<file path="config.mk">
export PLATFORM = sky130hd
export DESIGN_NAME = exec_unit_seq
export DESIGN_NICKNAME = d
export VERILOG_FILES = /design/src/rtl/exec_unit_seq_pkg.sv /design/src/rtl/shift_add_mul.sv /design/src/rtl/exec_unit_seq.sv
export SDC_FILE = /design/constraint.sdc
export NUM_CORES = 1
export LEC_CHECK = 0
export ABC_AREA = 1
export BUFFER_PORTS_ARGS = -buffer_cell sky130_fd_sc_hd__buf_2
export CORE_ASPECT_RATIO = 0.75
export CORE_MARGIN = 2
export CORE_UTILIZATION = 61
export CTS_CLUSTER_DIAMETER = 200
export DETAILED_ROUTE_END_ITERATION = 8
export MAX_ROUTING_LAYER = met4
export PLACE_DENSITY = 0.8
export SETUP_SLACK_MARGIN = 0.3
export SLEW_MARGIN = 30
export SYNTH_ARGS = -nofsm -noshare
export SYNTH_HDL_FRONTEND = slang
export SYNTH_SLANG_ARGS = --single-unit
</file>
<file path="constraint.sdc">
create_clock -name clk -period 2.76 [get_ports clk]
set_clock_uncertainty 0.15 [all_clocks]
set_input_delay 0.552 -clock clk [delete_from_list [all_inputs] [get_ports clk]]
set_output_delay 0.552 -clock clk [all_outputs]
set_load 0.01 [all_outputs]
</file>
<file path="src/rtl/exec_unit_seq_pkg.sv">
// Shared definitions for the multi-cycle execution unit: opcode map, FSM states, count-width helper.
// Latency: n/a (declarations only).
// Backpressure: n/a (declarations only).
package exec_pkg;

    // Opcode map; the unit decodes a 4-bit opcode field.
    localparam logic [3:0] OP_NOP  = 4'd0;
    localparam logic [3:0] OP_LDA  = 4'd1;
    localparam logic [3:0] OP_LDB  = 4'd2;
    localparam logic [3:0] OP_LDO  = 4'd3;
    localparam logic [3:0] OP_ADD  = 4'd4;
    localparam logic [3:0] OP_SUB  = 4'd5;
    localparam logic [3:0] OP_AND  = 4'd6;
    localparam logic [3:0] OP_OR   = 4'd7;
    localparam logic [3:0] OP_XOR  = 4'd8;
    localparam logic [3:0] OP_INV  = 4'd9;
    localparam logic [3:0] OP_CLR  = 4'd10;
    localparam logic [3:0] OP_SHL  = 4'd11;
    localparam logic [3:0] OP_SHR  = 4'd12;
    localparam logic [3:0] OP_MUL  = 4'd13;
    localparam logic [3:0] OP_SNZA = 4'd14;
    localparam logic [3:0] OP_ACCA = 4'd15;

    typedef enum logic [1:0] {
        S_IDLE  = 2'd0,
        S_SHIFT = 2'd1,
        S_MUL   = 2'd2
    } state_t;

    // Counter width able to hold any B value (shift amount) and the
    // multiply step count DATA_WIDTH.
    function automatic int shift_cnt_w(input int dw);
        return (dw > $clog2(dw + 1)) ? dw : $clog2(dw + 1);
    endfunction

endpackage

</file>
<file path="src/rtl/shift_add_mul.sv">
// Unsigned shift-add multiplier: a*b into a 2*DATA_WIDTH product.
// Latency: start sampled at edge t, product valid and done pulsing in the cycle after edge t+DATA_WIDTH-1.
// Backpressure: none; caller must not pulse start while busy (start is ignored nowhere, it restarts).
//
// Ports: clk, reset (sync, active-high), start, a, b -> busy, done (1-cycle pulse), product.
module shift_add_mul
    import exec_pkg::*;
#(
    parameter int DATA_WIDTH = 4
) (
    input  logic                      clk,
    input  logic                      reset,
    input  logic                      start,
    input  logic [DATA_WIDTH-1:0]     a,
    input  logic [DATA_WIDTH-1:0]     b,
    output logic                      busy,
    output logic                      done,
    output logic [2*DATA_WIDTH-1:0]   product
);
    localparam int W  = DATA_WIDTH;
    localparam int W2 = 2 * DATA_WIDTH;
    localparam int CW = shift_cnt_w(DATA_WIDTH);

    logic [W2-1:0] mcand_q;
    logic [W-1:0]  mplier_q;
    logic [W2-1:0] prod_q;
    logic [CW-1:0] cnt_q;
    logic          done_q;

    logic [W2-1:0] a_ext;
    assign a_ext = {{W{1'b0}}, a};

    // The first partial product is folded into the start edge so that the
    // whole multiply completes in exactly W busy cycles of the caller.
    always_ff @(posedge clk) begin
        if (reset) begin
            mcand_q  <= '0;
            mplier_q <= '0;
            prod_q   <= '0;
            cnt_q    <= '0;
            done_q   <= 1'b0;
        end else if (start) begin
            prod_q   <= b[0] ? a_ext : '0;
            mcand_q  <= a_ext << 1;
            mplier_q <= b >> 1;
            cnt_q    <= CW'(W - 1);
            done_q   <= (W == 1);
        end else if (cnt_q != '0) begin
            prod_q   <= prod_q + (mplier_q[0] ? mcand_q : '0);
            mcand_q  <= mcand_q << 1;
            mplier_q <= mplier_q >> 1;
            cnt_q    <= cnt_q - CW'(1);
            done_q   <= (cnt_q == CW'(1));
        end else begin
            done_q   <= 1'b0;
        end
    end

    assign busy    = (cnt_q != '0);
    assign done    = done_q;
    assign product = prod_q;

endmodule

</file>
<file path="src/rtl/exec_unit_seq.sv">
// Multi-cycle execution unit: 16 opcodes over A, B, ACC, O; iterative shifts and shift-add multiply.
// Latency: single-cycle ops retire one cycle after accept; SHL/SHR take B cycles, MUL takes DATA_WIDTH cycles.
// Backpressure: instr_ready drops for the whole duration of a multi-cycle op; one op per clock otherwise.
//
// Ports: clk, reset (sync, active-high); instr_valid/instr_ready handshake with opcode and
// operand (A field upper half, B field lower half); cpu_out (O register), out_valid, done, carry.
module exec_unit_seq
    import exec_pkg::*;
#(
    parameter int DATA_WIDTH   = 4,
    parameter int OPCODE_WIDTH = 4
) (
    input  logic                      clk,
    input  logic                      reset,
    input  logic                      instr_valid,
    output logic                      instr_ready,
    input  logic [OPCODE_WIDTH-1:0]   opcode,
    input  logic [2*DATA_WIDTH-1:0]   operand,
    output logic [2*DATA_WIDTH-1:0]   cpu_out,
    output logic                      out_valid,
    output logic                      done,
    output logic                      carry
);
    localparam int W  = DATA_WIDTH;
    localparam int W2 = 2 * DATA_WIDTH;
    localparam int CW = shift_cnt_w(DATA_WIDTH);

    state_t        state_q, state_d;
    logic [W-1:0]  a_q, b_q;
    logic [W2-1:0] acc_q, o_q;
    logic [CW-1:0] cnt_q;
    logic          shl_q;
    logic          carry_q, skip_q, done_q, out_vld_q;

    logic          accept, exec;
    logic          is_shift;
    logic          mul_start, mul_busy, mul_done;
    logic          shift_last, mul_last;
    logic [W2-1:0] mul_product;

    logic [W2-1:0] a_ext, b_ext;
    logic [W2:0]   acca_sum;

    function automatic logic [W2-1:0] shift1(input logic [W2-1:0] v, input logic left);
        return left ? {v[W2-2:0], 1'b0} : {1'b0, v[W2-1:1]};
    endfunction

    assign a_ext    = {{W{1'b0}}, a_q};
    assign b_ext    = {{W{1'b0}}, b_q};
    assign acca_sum = {1'b0, acc_q} + {1'b0, a_ext};

    assign instr_ready = (state_q == S_IDLE) && !mul_busy;
    assign accept      = instr_valid && instr_ready;
    // A pending skip swallows the next accepted instruction entirely.
    assign exec        = accept && !skip_q;
    assign is_shift    = (opcode == OP_SHL) || (opcode == OP_SHR);

    always_comb begin
        state_d    = state_q;
        mul_start  = 1'b0;
        shift_last = 1'b0;
        mul_last   = 1'b0;
        case (state_q)
            S_IDLE: begin
                if (exec) begin
                    if (is_shift && (b_q != '0)) begin
                        state_d = S_SHIFT;
                    end else if (opcode == OP_MUL) begin
                        state_d   = S_MUL;
                        mul_start = 1'b1;
                    end
                end
            end
            S_SHIFT: begin
                // The final shift already landed on the previous edge, so
                // the count==1 cycle shows the result and retires.
                if (cnt_q == CW'(1)) begin
                    shift_last = 1'b1;
                    state_d    = S_IDLE;
                end
            end
            S_MUL: begin
                if (mul_done) begin
                    mul_last = 1'b1;
                    state_d  = S_IDLE;
                end
            end
            default: state_d = S_IDLE;
        endcase
    end

    always_ff @(posedge clk) begin
        if (reset) begin
            state_q   <= S_IDLE;
            a_q       <= '0;
            b_q       <= '0;
            acc_q     <= '0;
            o_q       <= '0;
            cnt_q     <= '0;
            shl_q     <= 1'b0;
            carry_q   <= 1'b0;
            skip_q    <= 1'b0;
            done_q    <= 1'b0;
            out_vld_q <= 1'b0;
        end else begin
            state_q   <= state_d;
            done_q    <= 1'b0;
            out_vld_q <= 1'b0;

            if (accept && skip_q) begin
                skip_q <= 1'b0;
            end else if (exec) begin
                case (opcode)
                    OP_NOP:  done_q <= 1'b1;
                    OP_LDA: begin
                        a_q    <= operand[W2-1:W];
                        done_q <= 1'b1;
                    end
                    OP_LDB: begin
                        b_q    <= operand[W-1:0];
                        done_q <= 1'b1;
                    end
                    OP_LDO: begin
                        o_q       <= acc_q;
                        out_vld_q <= 1'b1;
                        done_q    <= 1'b1;
                    end
                    OP_ADD: begin
                        acc_q   <= a_ext + b_ext;
                        carry_q <= 1'b0;
                        done_q  <= 1'b1;
                    end
                    OP_SUB: begin
                        acc_q   <= a_ext - b_ext;
                        carry_q <= (a_q < b_q);
                        done_q  <= 1'b1;
                    end
                    OP_AND: begin
                        acc_q  <= a_ext & b_ext;
                        done_q <= 1'b1;
                    end
                    OP_OR: begin
                        acc_q  <= a_ext | b_ext;
                        done_q <= 1'b1;
                    end
                    OP_XOR: begin
                        acc_q  <= a_ext ^ b_ext;
                        done_q <= 1'b1;
                    end
                    OP_INV: begin
                        acc_q  <= ~acc_q;
                        done_q <= 1'b1;
                    end
                    OP_CLR: begin
                        acc_q   <= '0;
                        carry_q <= 1'b0;
                        done_q  <= 1'b1;
                    end
                    OP_SHL, OP_SHR: begin
                        if (b_q == '0) begin
                            done_q <= 1'b1;
                        end else begin
                            // First bit moves on the accept edge; the
                            // remaining B-1 bits move in SHIFT.
                            acc_q <= shift1(acc_q, opcode == OP_SHL);
                            shl_q <= (opcode == OP_SHL);
                            cnt_q <= CW'(b_q);
                        end
                    end
                    OP_MUL: ;
                    OP_SNZA: begin
                        if (a_q == '0) begin
                            skip_q <= 1'b1;
                        end
                        done_q <= 1'b1;
                    end
                    OP_ACCA: begin
                        acc_q   <= acca_sum[W2-1:0];
                        carry_q <= acca_sum[W2];
                        done_q  <= 1'b1;
                    end
                    default: ;
                endcase
            end

            if ((state_q == S_SHIFT) && (cnt_q != CW'(1))) begin
                acc_q <= shift1(acc_q, shl_q);
                cnt_q <= cnt_q - CW'(1);
            end

            if (mul_last) begin
                acc_q <= mul_product;
            end
        end
    end

    shift_add_mul #(
        .DATA_WIDTH (DATA_WIDTH)
    ) u_mul (
        .clk     (clk),
        .reset   (reset),
        .start   (mul_start),
        .a       (a_q),
        .b       (b_q),
        .busy    (mul_busy),
        .done    (mul_done),
        .product (mul_product)
    );

    assign cpu_out   = o_q;
    assign out_valid = out_vld_q;
    assign carry     = carry_q;
    assign done      = done_q | shift_last | mul_last;

endmodule

</file>
Word level (Yosys, flattened, before mapping)
Index checks and enable logic that the tools add are counted.
{"block": "totals", "ff_bits": 58, "latchBits": 0, "ram_bits": 0, "mem_bits_ro": 0, "inputBits": 15, "out_inout_bits": 12, "word_cells": 141, "memories": 0}
{"block": "classes", "addsub": 6, "mul": 0, "div": 0, "order_cmp": 1, "eq_ne": 28, "shift": 0, "muxes": 41, "bitwise": 10, "reduce_logical": 37}
{"operator": "2-to-1 mux 8 bit", "count": 10}
{"operator": "case mux 8 bit (9 select lines)", "count": 1}
{"operator": "equality test 4 bit, second input constant", "count": 8}
{"operator": "2-to-1 mux 4 bit", "count": 6}
{"operator": "equality test 4 x 3 -> 1 bit, second input constant", "count": 4}
{"operator": "AND reduction 4 bit", "count": 4}
{"operator": "AND reduction 3 bit", "count": 5}
{"operator": "2-to-1 mux 2 bit", "count": 7}
{"operator": "OR reduction 13 bit", "count": 1}
{"operator": "equality test 4 x 1 -> 1 bit, second input constant", "count": 3}
{"operator": "logical NOT 4 bit", "count": 3}
{"operator": "nonzero test 11 bit", "count": 1}
{"operator": "2-to-1 mux 1 bit", "count": 10}
{"operator": "2-to-1 mux 5 bit", "count": 2}
{"operator": "adder 8 x 4 -> 9 bit", "count": 1}
{"operator": "adder 8 bit", "count": 1}
{"operator": "equality test 4 x 2 -> 1 bit, second input constant", "count": 2}
{"operator": "NOT 8 bit", "count": 1}
{"operator": "nonzero test 4 bit", "count": 2}
{"operator": "OR reduction 2 bit", "count": 4}
{"operator": "subtractor 4 x 1 -> 4 bit, second input constant", "count": 2}
{"operator": "logical AND 1 bit", "count": 6}
{"operator": "2-to-1 mux 3 bit", "count": 2}
{"operator": "inequality test 2 x 1 -> 1 bit, second input constant", "count": 3}
{"operator": "24 further kinds", "count": 34}

Longest topological paths before layout
{"block": "depth", "depth_word": 9, "ltp_mapped": 14, "ltp_nobuf": 13}

Cells and area by module
Synthesis repeated with hierarchy kept, for this count alone.
{"block": "hier_totals", "hier_cells": 642, "area_unflattened_um2": 4164.0}
{"mod": "exec_unit_seq", "instances": 1, "cells_per_inst": 468, "area_per_inst_um2": 2901.5, "seq_area_each_um2": 700.7}
{"mod": "shift_add_mul", "instances": 1, "cells_per_inst": 174, "area_per_inst_um2": 1262.5, "seq_area_each_um2": 460.4}

Worst setup path before layout
OpenSTA, ideal clock, no wires.
{"block": "synth_path", "kind": "reg-to-reg", "from": "reg u_mul.mplier_q[0]", "to": "reg u_mul.prod_q[7], in the netlist u_mul.product[7]", "setup_ps": 71, "arrival_time_ps": 1797, "required_time_ps": 2539, "path_slack_ps": 742, "path_stages_with_launch": 15, "n_path_buf": 1, "synth_period_minus_slack_ps": 2018, "path_cell_list": "dfxtp_1 buf_2 nand2_1 inv_1 ha_1 inv_1 fa_1 nand3b_1 nand2_1 nand2_1 a21oi_1 nor2_1 nand2_1 nand3_1 a21oi_1"}
{"block": "synth_between", "elab_chain_cells": 4}
{"element": "from (decl)", "line_no": "shift_add_mul.sv:25", "source": "logic [W-1:0] mplier_q;"}
{"element": "from (signal assigned)", "line_no": "shift_add_mul.sv:45", "source": "mplier_q <= b >> 1;"}
{"element": "from (signal assigned)", "line_no": "shift_add_mul.sv:51", "source": "mplier_q <= mplier_q >> 1;"}
{"element": "2-to-1 mux 8 bit", "line_no": "shift_add_mul.sv:49", "source": "prod_q <= prod_q + (mplier_q[0] ? mcand_q : '0);"}
{"element": "adder 8 bit", "line_no": "shift_add_mul.sv:49"}
{"element": "2-to-1 mux 8 bit", "line_no": "shift_add_mul.sv:48", "source": "end else if (cnt_q != '0) begin"}
{"element": "2-to-1 mux 8 bit", "line_no": "shift_add_mul.sv:42", "source": "end else if (start) begin"}
{"element": "to (signal assigned)", "line_no": "shift_add_mul.sv:43", "source": "prod_q <= b[0] ? a_ext : '0;"}
{"element": "to (signal assigned)", "line_no": "shift_add_mul.sv:49"}
{"element": "to (decl)", "line_no": "shift_add_mul.sv:26", "source": "logic [W2-1:0] prod_q;"}
Every way passes these cells. The select of a mux whose other input is x is not followed.
A chain may end at the register's enable or synchronous reset.

Final worst setup path
{"block": "layout_path", "from": "reg a_q[1]", "to": "reg acc_q[6]"}
{"block": "layout_between", "elab_chain_cells": 6, "elab_cells_between_ends": 7, "classes_between": "add/sub: 2; mux: 5"}
{"element": "from (decl)", "line_no": "exec_unit_seq.sv:29", "source": "logic [W-1:0] a_q, b_q;"}
{"element": "from (signal assigned)", "line_no": "exec_unit_seq.sv:116", "source": "a_q <= operand[W2-1:W];"}
{"element": "adder 8 x 4 -> 9 bit or subtractor 4 x 4 -> 5 bit (tied branches)", "line_no": "exec_unit_seq.sv:50, exec_unit_seq.sv:134"}
{"element": "case mux 8 bit (9 select lines) *", "line_no": "exec_unit_seq.sv:113", "source": "case (opcode)"}
{"element": "2-to-1 mux 8 bit *", "line_no": "exec_unit_seq.sv:112", "source": "end else if (exec) begin"}
{"element": "2-to-1 mux 8 bit *", "line_no": "exec_unit_seq.sv:110", "source": "if (accept && skip_q) begin"}
{"element": "2-to-1 mux 8 bit *", "line_no": "exec_unit_seq.sv:186", "source": "if ((state_q == S_SHIFT) && (cnt_q != CW'(1))) begin"}
{"element": "2-to-1 mux 8 bit *", "line_no": "exec_unit_seq.sv:191", "source": "if (mul_last) begin"}
{"element": "to (signal assigned)", "line_no": "exec_unit_seq.sv:129", "source": "acc_q <= a_ext + b_ext;"}
{"element": "to (signal assigned)", "line_no": "exec_unit_seq.sv:187", "source": "acc_q <= shift1(acc_q, shl_q);"}
{"element": "to (signal assigned)", "line_no": "exec_unit_seq.sv:192", "source": "acc_q <= mul_product;"}
{"element": "to (decl)", "line_no": "exec_unit_seq.sv:30", "source": "logic [W2-1:0] acc_q, o_q;"}
Mark *: on every way between the ends. The rest lies on a longest branch, timed or not. The select of a mux whose other input is x is not followed.

==> impl_metrics.env <==
export IMPL_synth_avg_cell_area_sq_um=6.47
export IMPL_drive_gt1_frac=0.131
export IMPL_final_max_slew_viol_count=0
export IMPL_p_comb_frac=0.315
export IMPL_firstDrtPassIters=6
export IMPL_peakVddDrop_mv=0.530
export IMPL_area_sequential_sq_mm=0.00116
export IMPL_cp_end_kind="register"
export IMPL_num_io_pins=27
export IMPL_clkSinkCount=58
export IMPL_antenna_cells=0
export IMPL_netlist_instances=625
export IMPL_ys_flop_type="dfxtp_1"
export IMPL_tns_ns=0
export IMPL_overflow=0
export IMPL_ys_top_cells_by_area="dfxtp_1 29%, nand2_1 15%, ha_1 8.3%, inv_1 7.3%, a21oi_1 7.2%"
export IMPL_cts_tree="done"
export IMPL_numCtsBuffers=9
export IMPL_power_frac_seq=0.406
export IMPL_p_sw_w=0.000972
export IMPL_cts_path_max_buffers=2
export IMPL_die_y_um=74.5
export IMPL_p_int_w=0.00152
export IMPL_crit_end="acc_q[6]$_SDFFE_PP0P_"
export IMPL_outcome="completed"
export IMPL_synth_cell_area_sq_mm=0.00405
export IMPL_synth_edff_count=0
export IMPL_fp_dieW_um=98.0
export IMPL_synthToLayoutAreaGrowth_pct=10.3
export IMPL_rsz0062_at_grt="true"
export IMPL_crit_fanout=8
export IMPL_setup_violations=0
export IMPL_timing_final_crit_period_ns=2.33
export IMPL_crit_required_ns=2.89
export IMPL_hold_path_class="register to register"
export IMPL_yosysTopAreaCell="dfxtp_1"
export IMPL_worstReg2RegEnd="acc_q[6]$_SDFFE_PP0P_"
export IMPL_cp_arrival_ns=2.46
export IMPL_postSynthRegisterBits=58
export IMPL_seq_area_frac_synth=0.287
export IMPL_drc=0
export IMPL_coreArea_sq_mm=0.00635
export IMPL_ff2ff_path_depth=11
export IMPL_grtUsageTotal=0.357
export IMPL_dp_hpwl_um=9310
export IMPL_slew_headroom=0.605
export IMPL_gp_congestion=1.06
export IMPL_ant_nets=0
export IMPL_grt_pass1_wl_um=19600
export IMPL_multi_input_area_sq_mm=0.00250
export IMPL_fmax_ghz=0.429
export IMPL_fillCellCount=548
export IMPL_finalWirelength_um=12200
export IMPL_synth_nets=671
export IMPL_grt_max_degree=23
export IMPL_synth_top_area_share=0.287
export IMPL_p_clk_frac=0.279
export IMPL_min_period_over_period=0.845
export IMPL_reg2reg_slack_ns=0.43
export IMPL_ys_warn_count=0
export IMPL_finalHoldViolCount=0
export IMPL_htree_levels=3
export IMPL_r2r_start="a_q[1]$_SDFFE_PP0P_"
export IMPL_critPathKind="register to register"
export IMPL_max_cap_violations=0
export IMPL_rows=25
export IMPL_power_density_mw_per_mm2=557
export IMPL_num_vias=4334
export IMPL_via_per_inst=5.83
export IMPL_clock_latency_ns=0.34
export IMPL_grt_pass1_vias=4019
export IMPL_clkTransAtPathRegs_ns=0.06
export IMPL_routedWlPerCell_um=16.4
export IMPL_start_kind="register"
export IMPL_port_buffers=26
export IMPL_dieArea_sq_mm=0.00731
export IMPL_async_reset_ff_frac=0
export IMPL_netSwitchingFraction=0.391
export IMPL_start_util=0.637
export IMPL_ys_types=40
export IMPL_worstMarginPinSlew_ns=0.592
export IMPL_power_w=0.00249
export IMPL_layout_nets=704
export IMPL_leakagePower_nw=2.14
export IMPL_holdBufCountCts=0
export IMPL_antenna_found_initial=0
export IMPL_cts_root_buffer="clkbuf_8"
export IMPL_drt_iter0_markers=377
export IMPL_cp_startpoint="a_q[1]$_SDFFE_PP0P_"
[metal layers]
| metal | vias to the layer above | wire length, um | track usage |
|---|---|---|---|
| met5 | - | 0 | - |
| met4 | 0 | 388 | 0.150 |
| met3 | 39 | 1170 | 0.0874 |
| met2 | 256 | 5320 | 0.540 |
| met1 | 1937 | 5330 | 0.460 |
| li1 | 2102 | - | - |
[cells in the mapped netlist (2+ instances only)]
library cell and number:
a21oi_1 58, a22oi_1 3, a31oi_1 3, buf_1 2, buf_2 2, clkbuf_1 8, dfxtp_1 58, fa_1 4
ha_1 27, inv_1 79, inv_2 6, nand2_1 158, nand2_2 6, nand2_4 3, nand3_1 39, nand3b_1 2
nand4_1 6, nor2_1 67, nor2_2 6, nor2_4 2, nor3_1 4, o211ai_1 7, o21ai_0 47, o21ai_1 5
or2_2 4, xnor2_1 4, xor2_1 2
[worst max-delay path, cell delays in order (launching register included)]
cell	delay [ns]
dfxtp_2	0.47
inv_1	0.21
fa_1	0.46
inv_1	0.12
nand3_1	0.11
nand2_1	0.10
nand2_1	0.09
o21ai_0	0.17
nand3_1	0.10
nand2_1	0.10
a21oi_1	0.06
nor2_1	0.11
[cells by family after synthesis]
group,share of synthesized area
compound gates,0.172
xor+xnor,0.0130
fa+ha+maj,0.103
buf+inv,0.0955
flops,0.287
simple gates,0.329
[what timing repair did]
item	4_1_cts	5_1_grt
setup endpoints to repair	1	6
pin swaps	0	1
buffers inserted	0	2
gates resized for setup	1	4
[placed cells by master, fill, tap and decap left out, drive strengths merged, types with 6 or more instances in the layout]
cell and n:
dfxtp 58, o21ai 52, nand4 6, nand3 39, nor2 76, nor3 6, inv 86, clkbuf 11
nand2 167, a21oi 58, ha 27, buf 35, o211ai 7
[state kept, by name, summed over array words and instances (netlist names)]
register and count:
state_q 2, shl_q 1, carry 1, acc_q 8
u_mul.mcand_q 7, cpu_out 8, b_q 4, skip_q 1
a_q 4, u_mul.done 1, u_mul.mplier_q 3, u_mul.cnt_q 4
u_mul.product 8, done_q 1, cnt_q 4, out_valid 1
[how the worst min path moves through the flow]
stage                                               from  cells past startpoint  slack (ns)                             end
after floorplan           u_mul.mplier_q[2]$_SDFFE_PP0P_                      2        0.29  u_mul.mplier_q[2]$_SDFFE_PP0P_
after global placement           cpu_out[1]$_SDFFE_PP0P_                      2        0.28         cpu_out[1]$_SDFFE_PP0P_
after detailed placement         cpu_out[2]$_SDFFE_PP0P_                      2        0.29         cpu_out[2]$_SDFFE_PP0P_
after CTS                        cpu_out[3]$_SDFFE_PP0P_                      2        0.30         cpu_out[3]$_SDFFE_PP0P_
after global routing             cpu_out[3]$_SDFFE_PP0P_                      2        0.32         cpu_out[3]$_SDFFE_PP0P_
final                            cpu_out[3]$_SDFFE_PP0P_                      2        0.29         cpu_out[3]$_SDFFE_PP0P_
[per-stage QoR]
step | hold WS, ns | util | instances | worst slack, ns | cell area (sq um)
4_1_cts | 0.297 | 0.700 | 742 | 0.382 | 4440
3_3_place_gp | 0.280 | 0.673 | 726 | 0.268 | 4270
5_1_grt | 0.316 | 0.703 | 744 | 0.274 | 4460
3_5_place_dp | 0.288 | 0.673 | 726 | 0.292 | 4270
2_1_floorplan | 0.289 | - | 625 | 0.742 | 4050
6_report | 0.294 | 0.703 | 744 | 0.428 | 4460
[power by group through the flow]
stage                     Sequential, W  Combinational, W  Clock (W)
after CTS                       0.00101          0.000741   0.000698
after floorplan                0.000990          0.000571          0
after global placement          0.00102          0.000715          0
after global routing            0.00102          0.000867   0.000739
after detailed placement        0.00102          0.000735          0
final                           0.00101          0.000784   0.000694
[final cells by class]
| cell class | instances | share of cell area |
|---|---|---|
| Clock buffer | 11 | 0.0317 |
| Clock inverter | 5 | 0.00673 |
| Inverter | 86 | 0.0734 |
| Multi-Input combinational cell | 468 | 0.560 |
| Sequential cell | 58 | 0.261 |
| Tap cell | 81 | 0.0227 |
| Timing Repair Buffer | 35 | 0.0443 |
No activity file was read; power rests on OpenSTA's default activity.
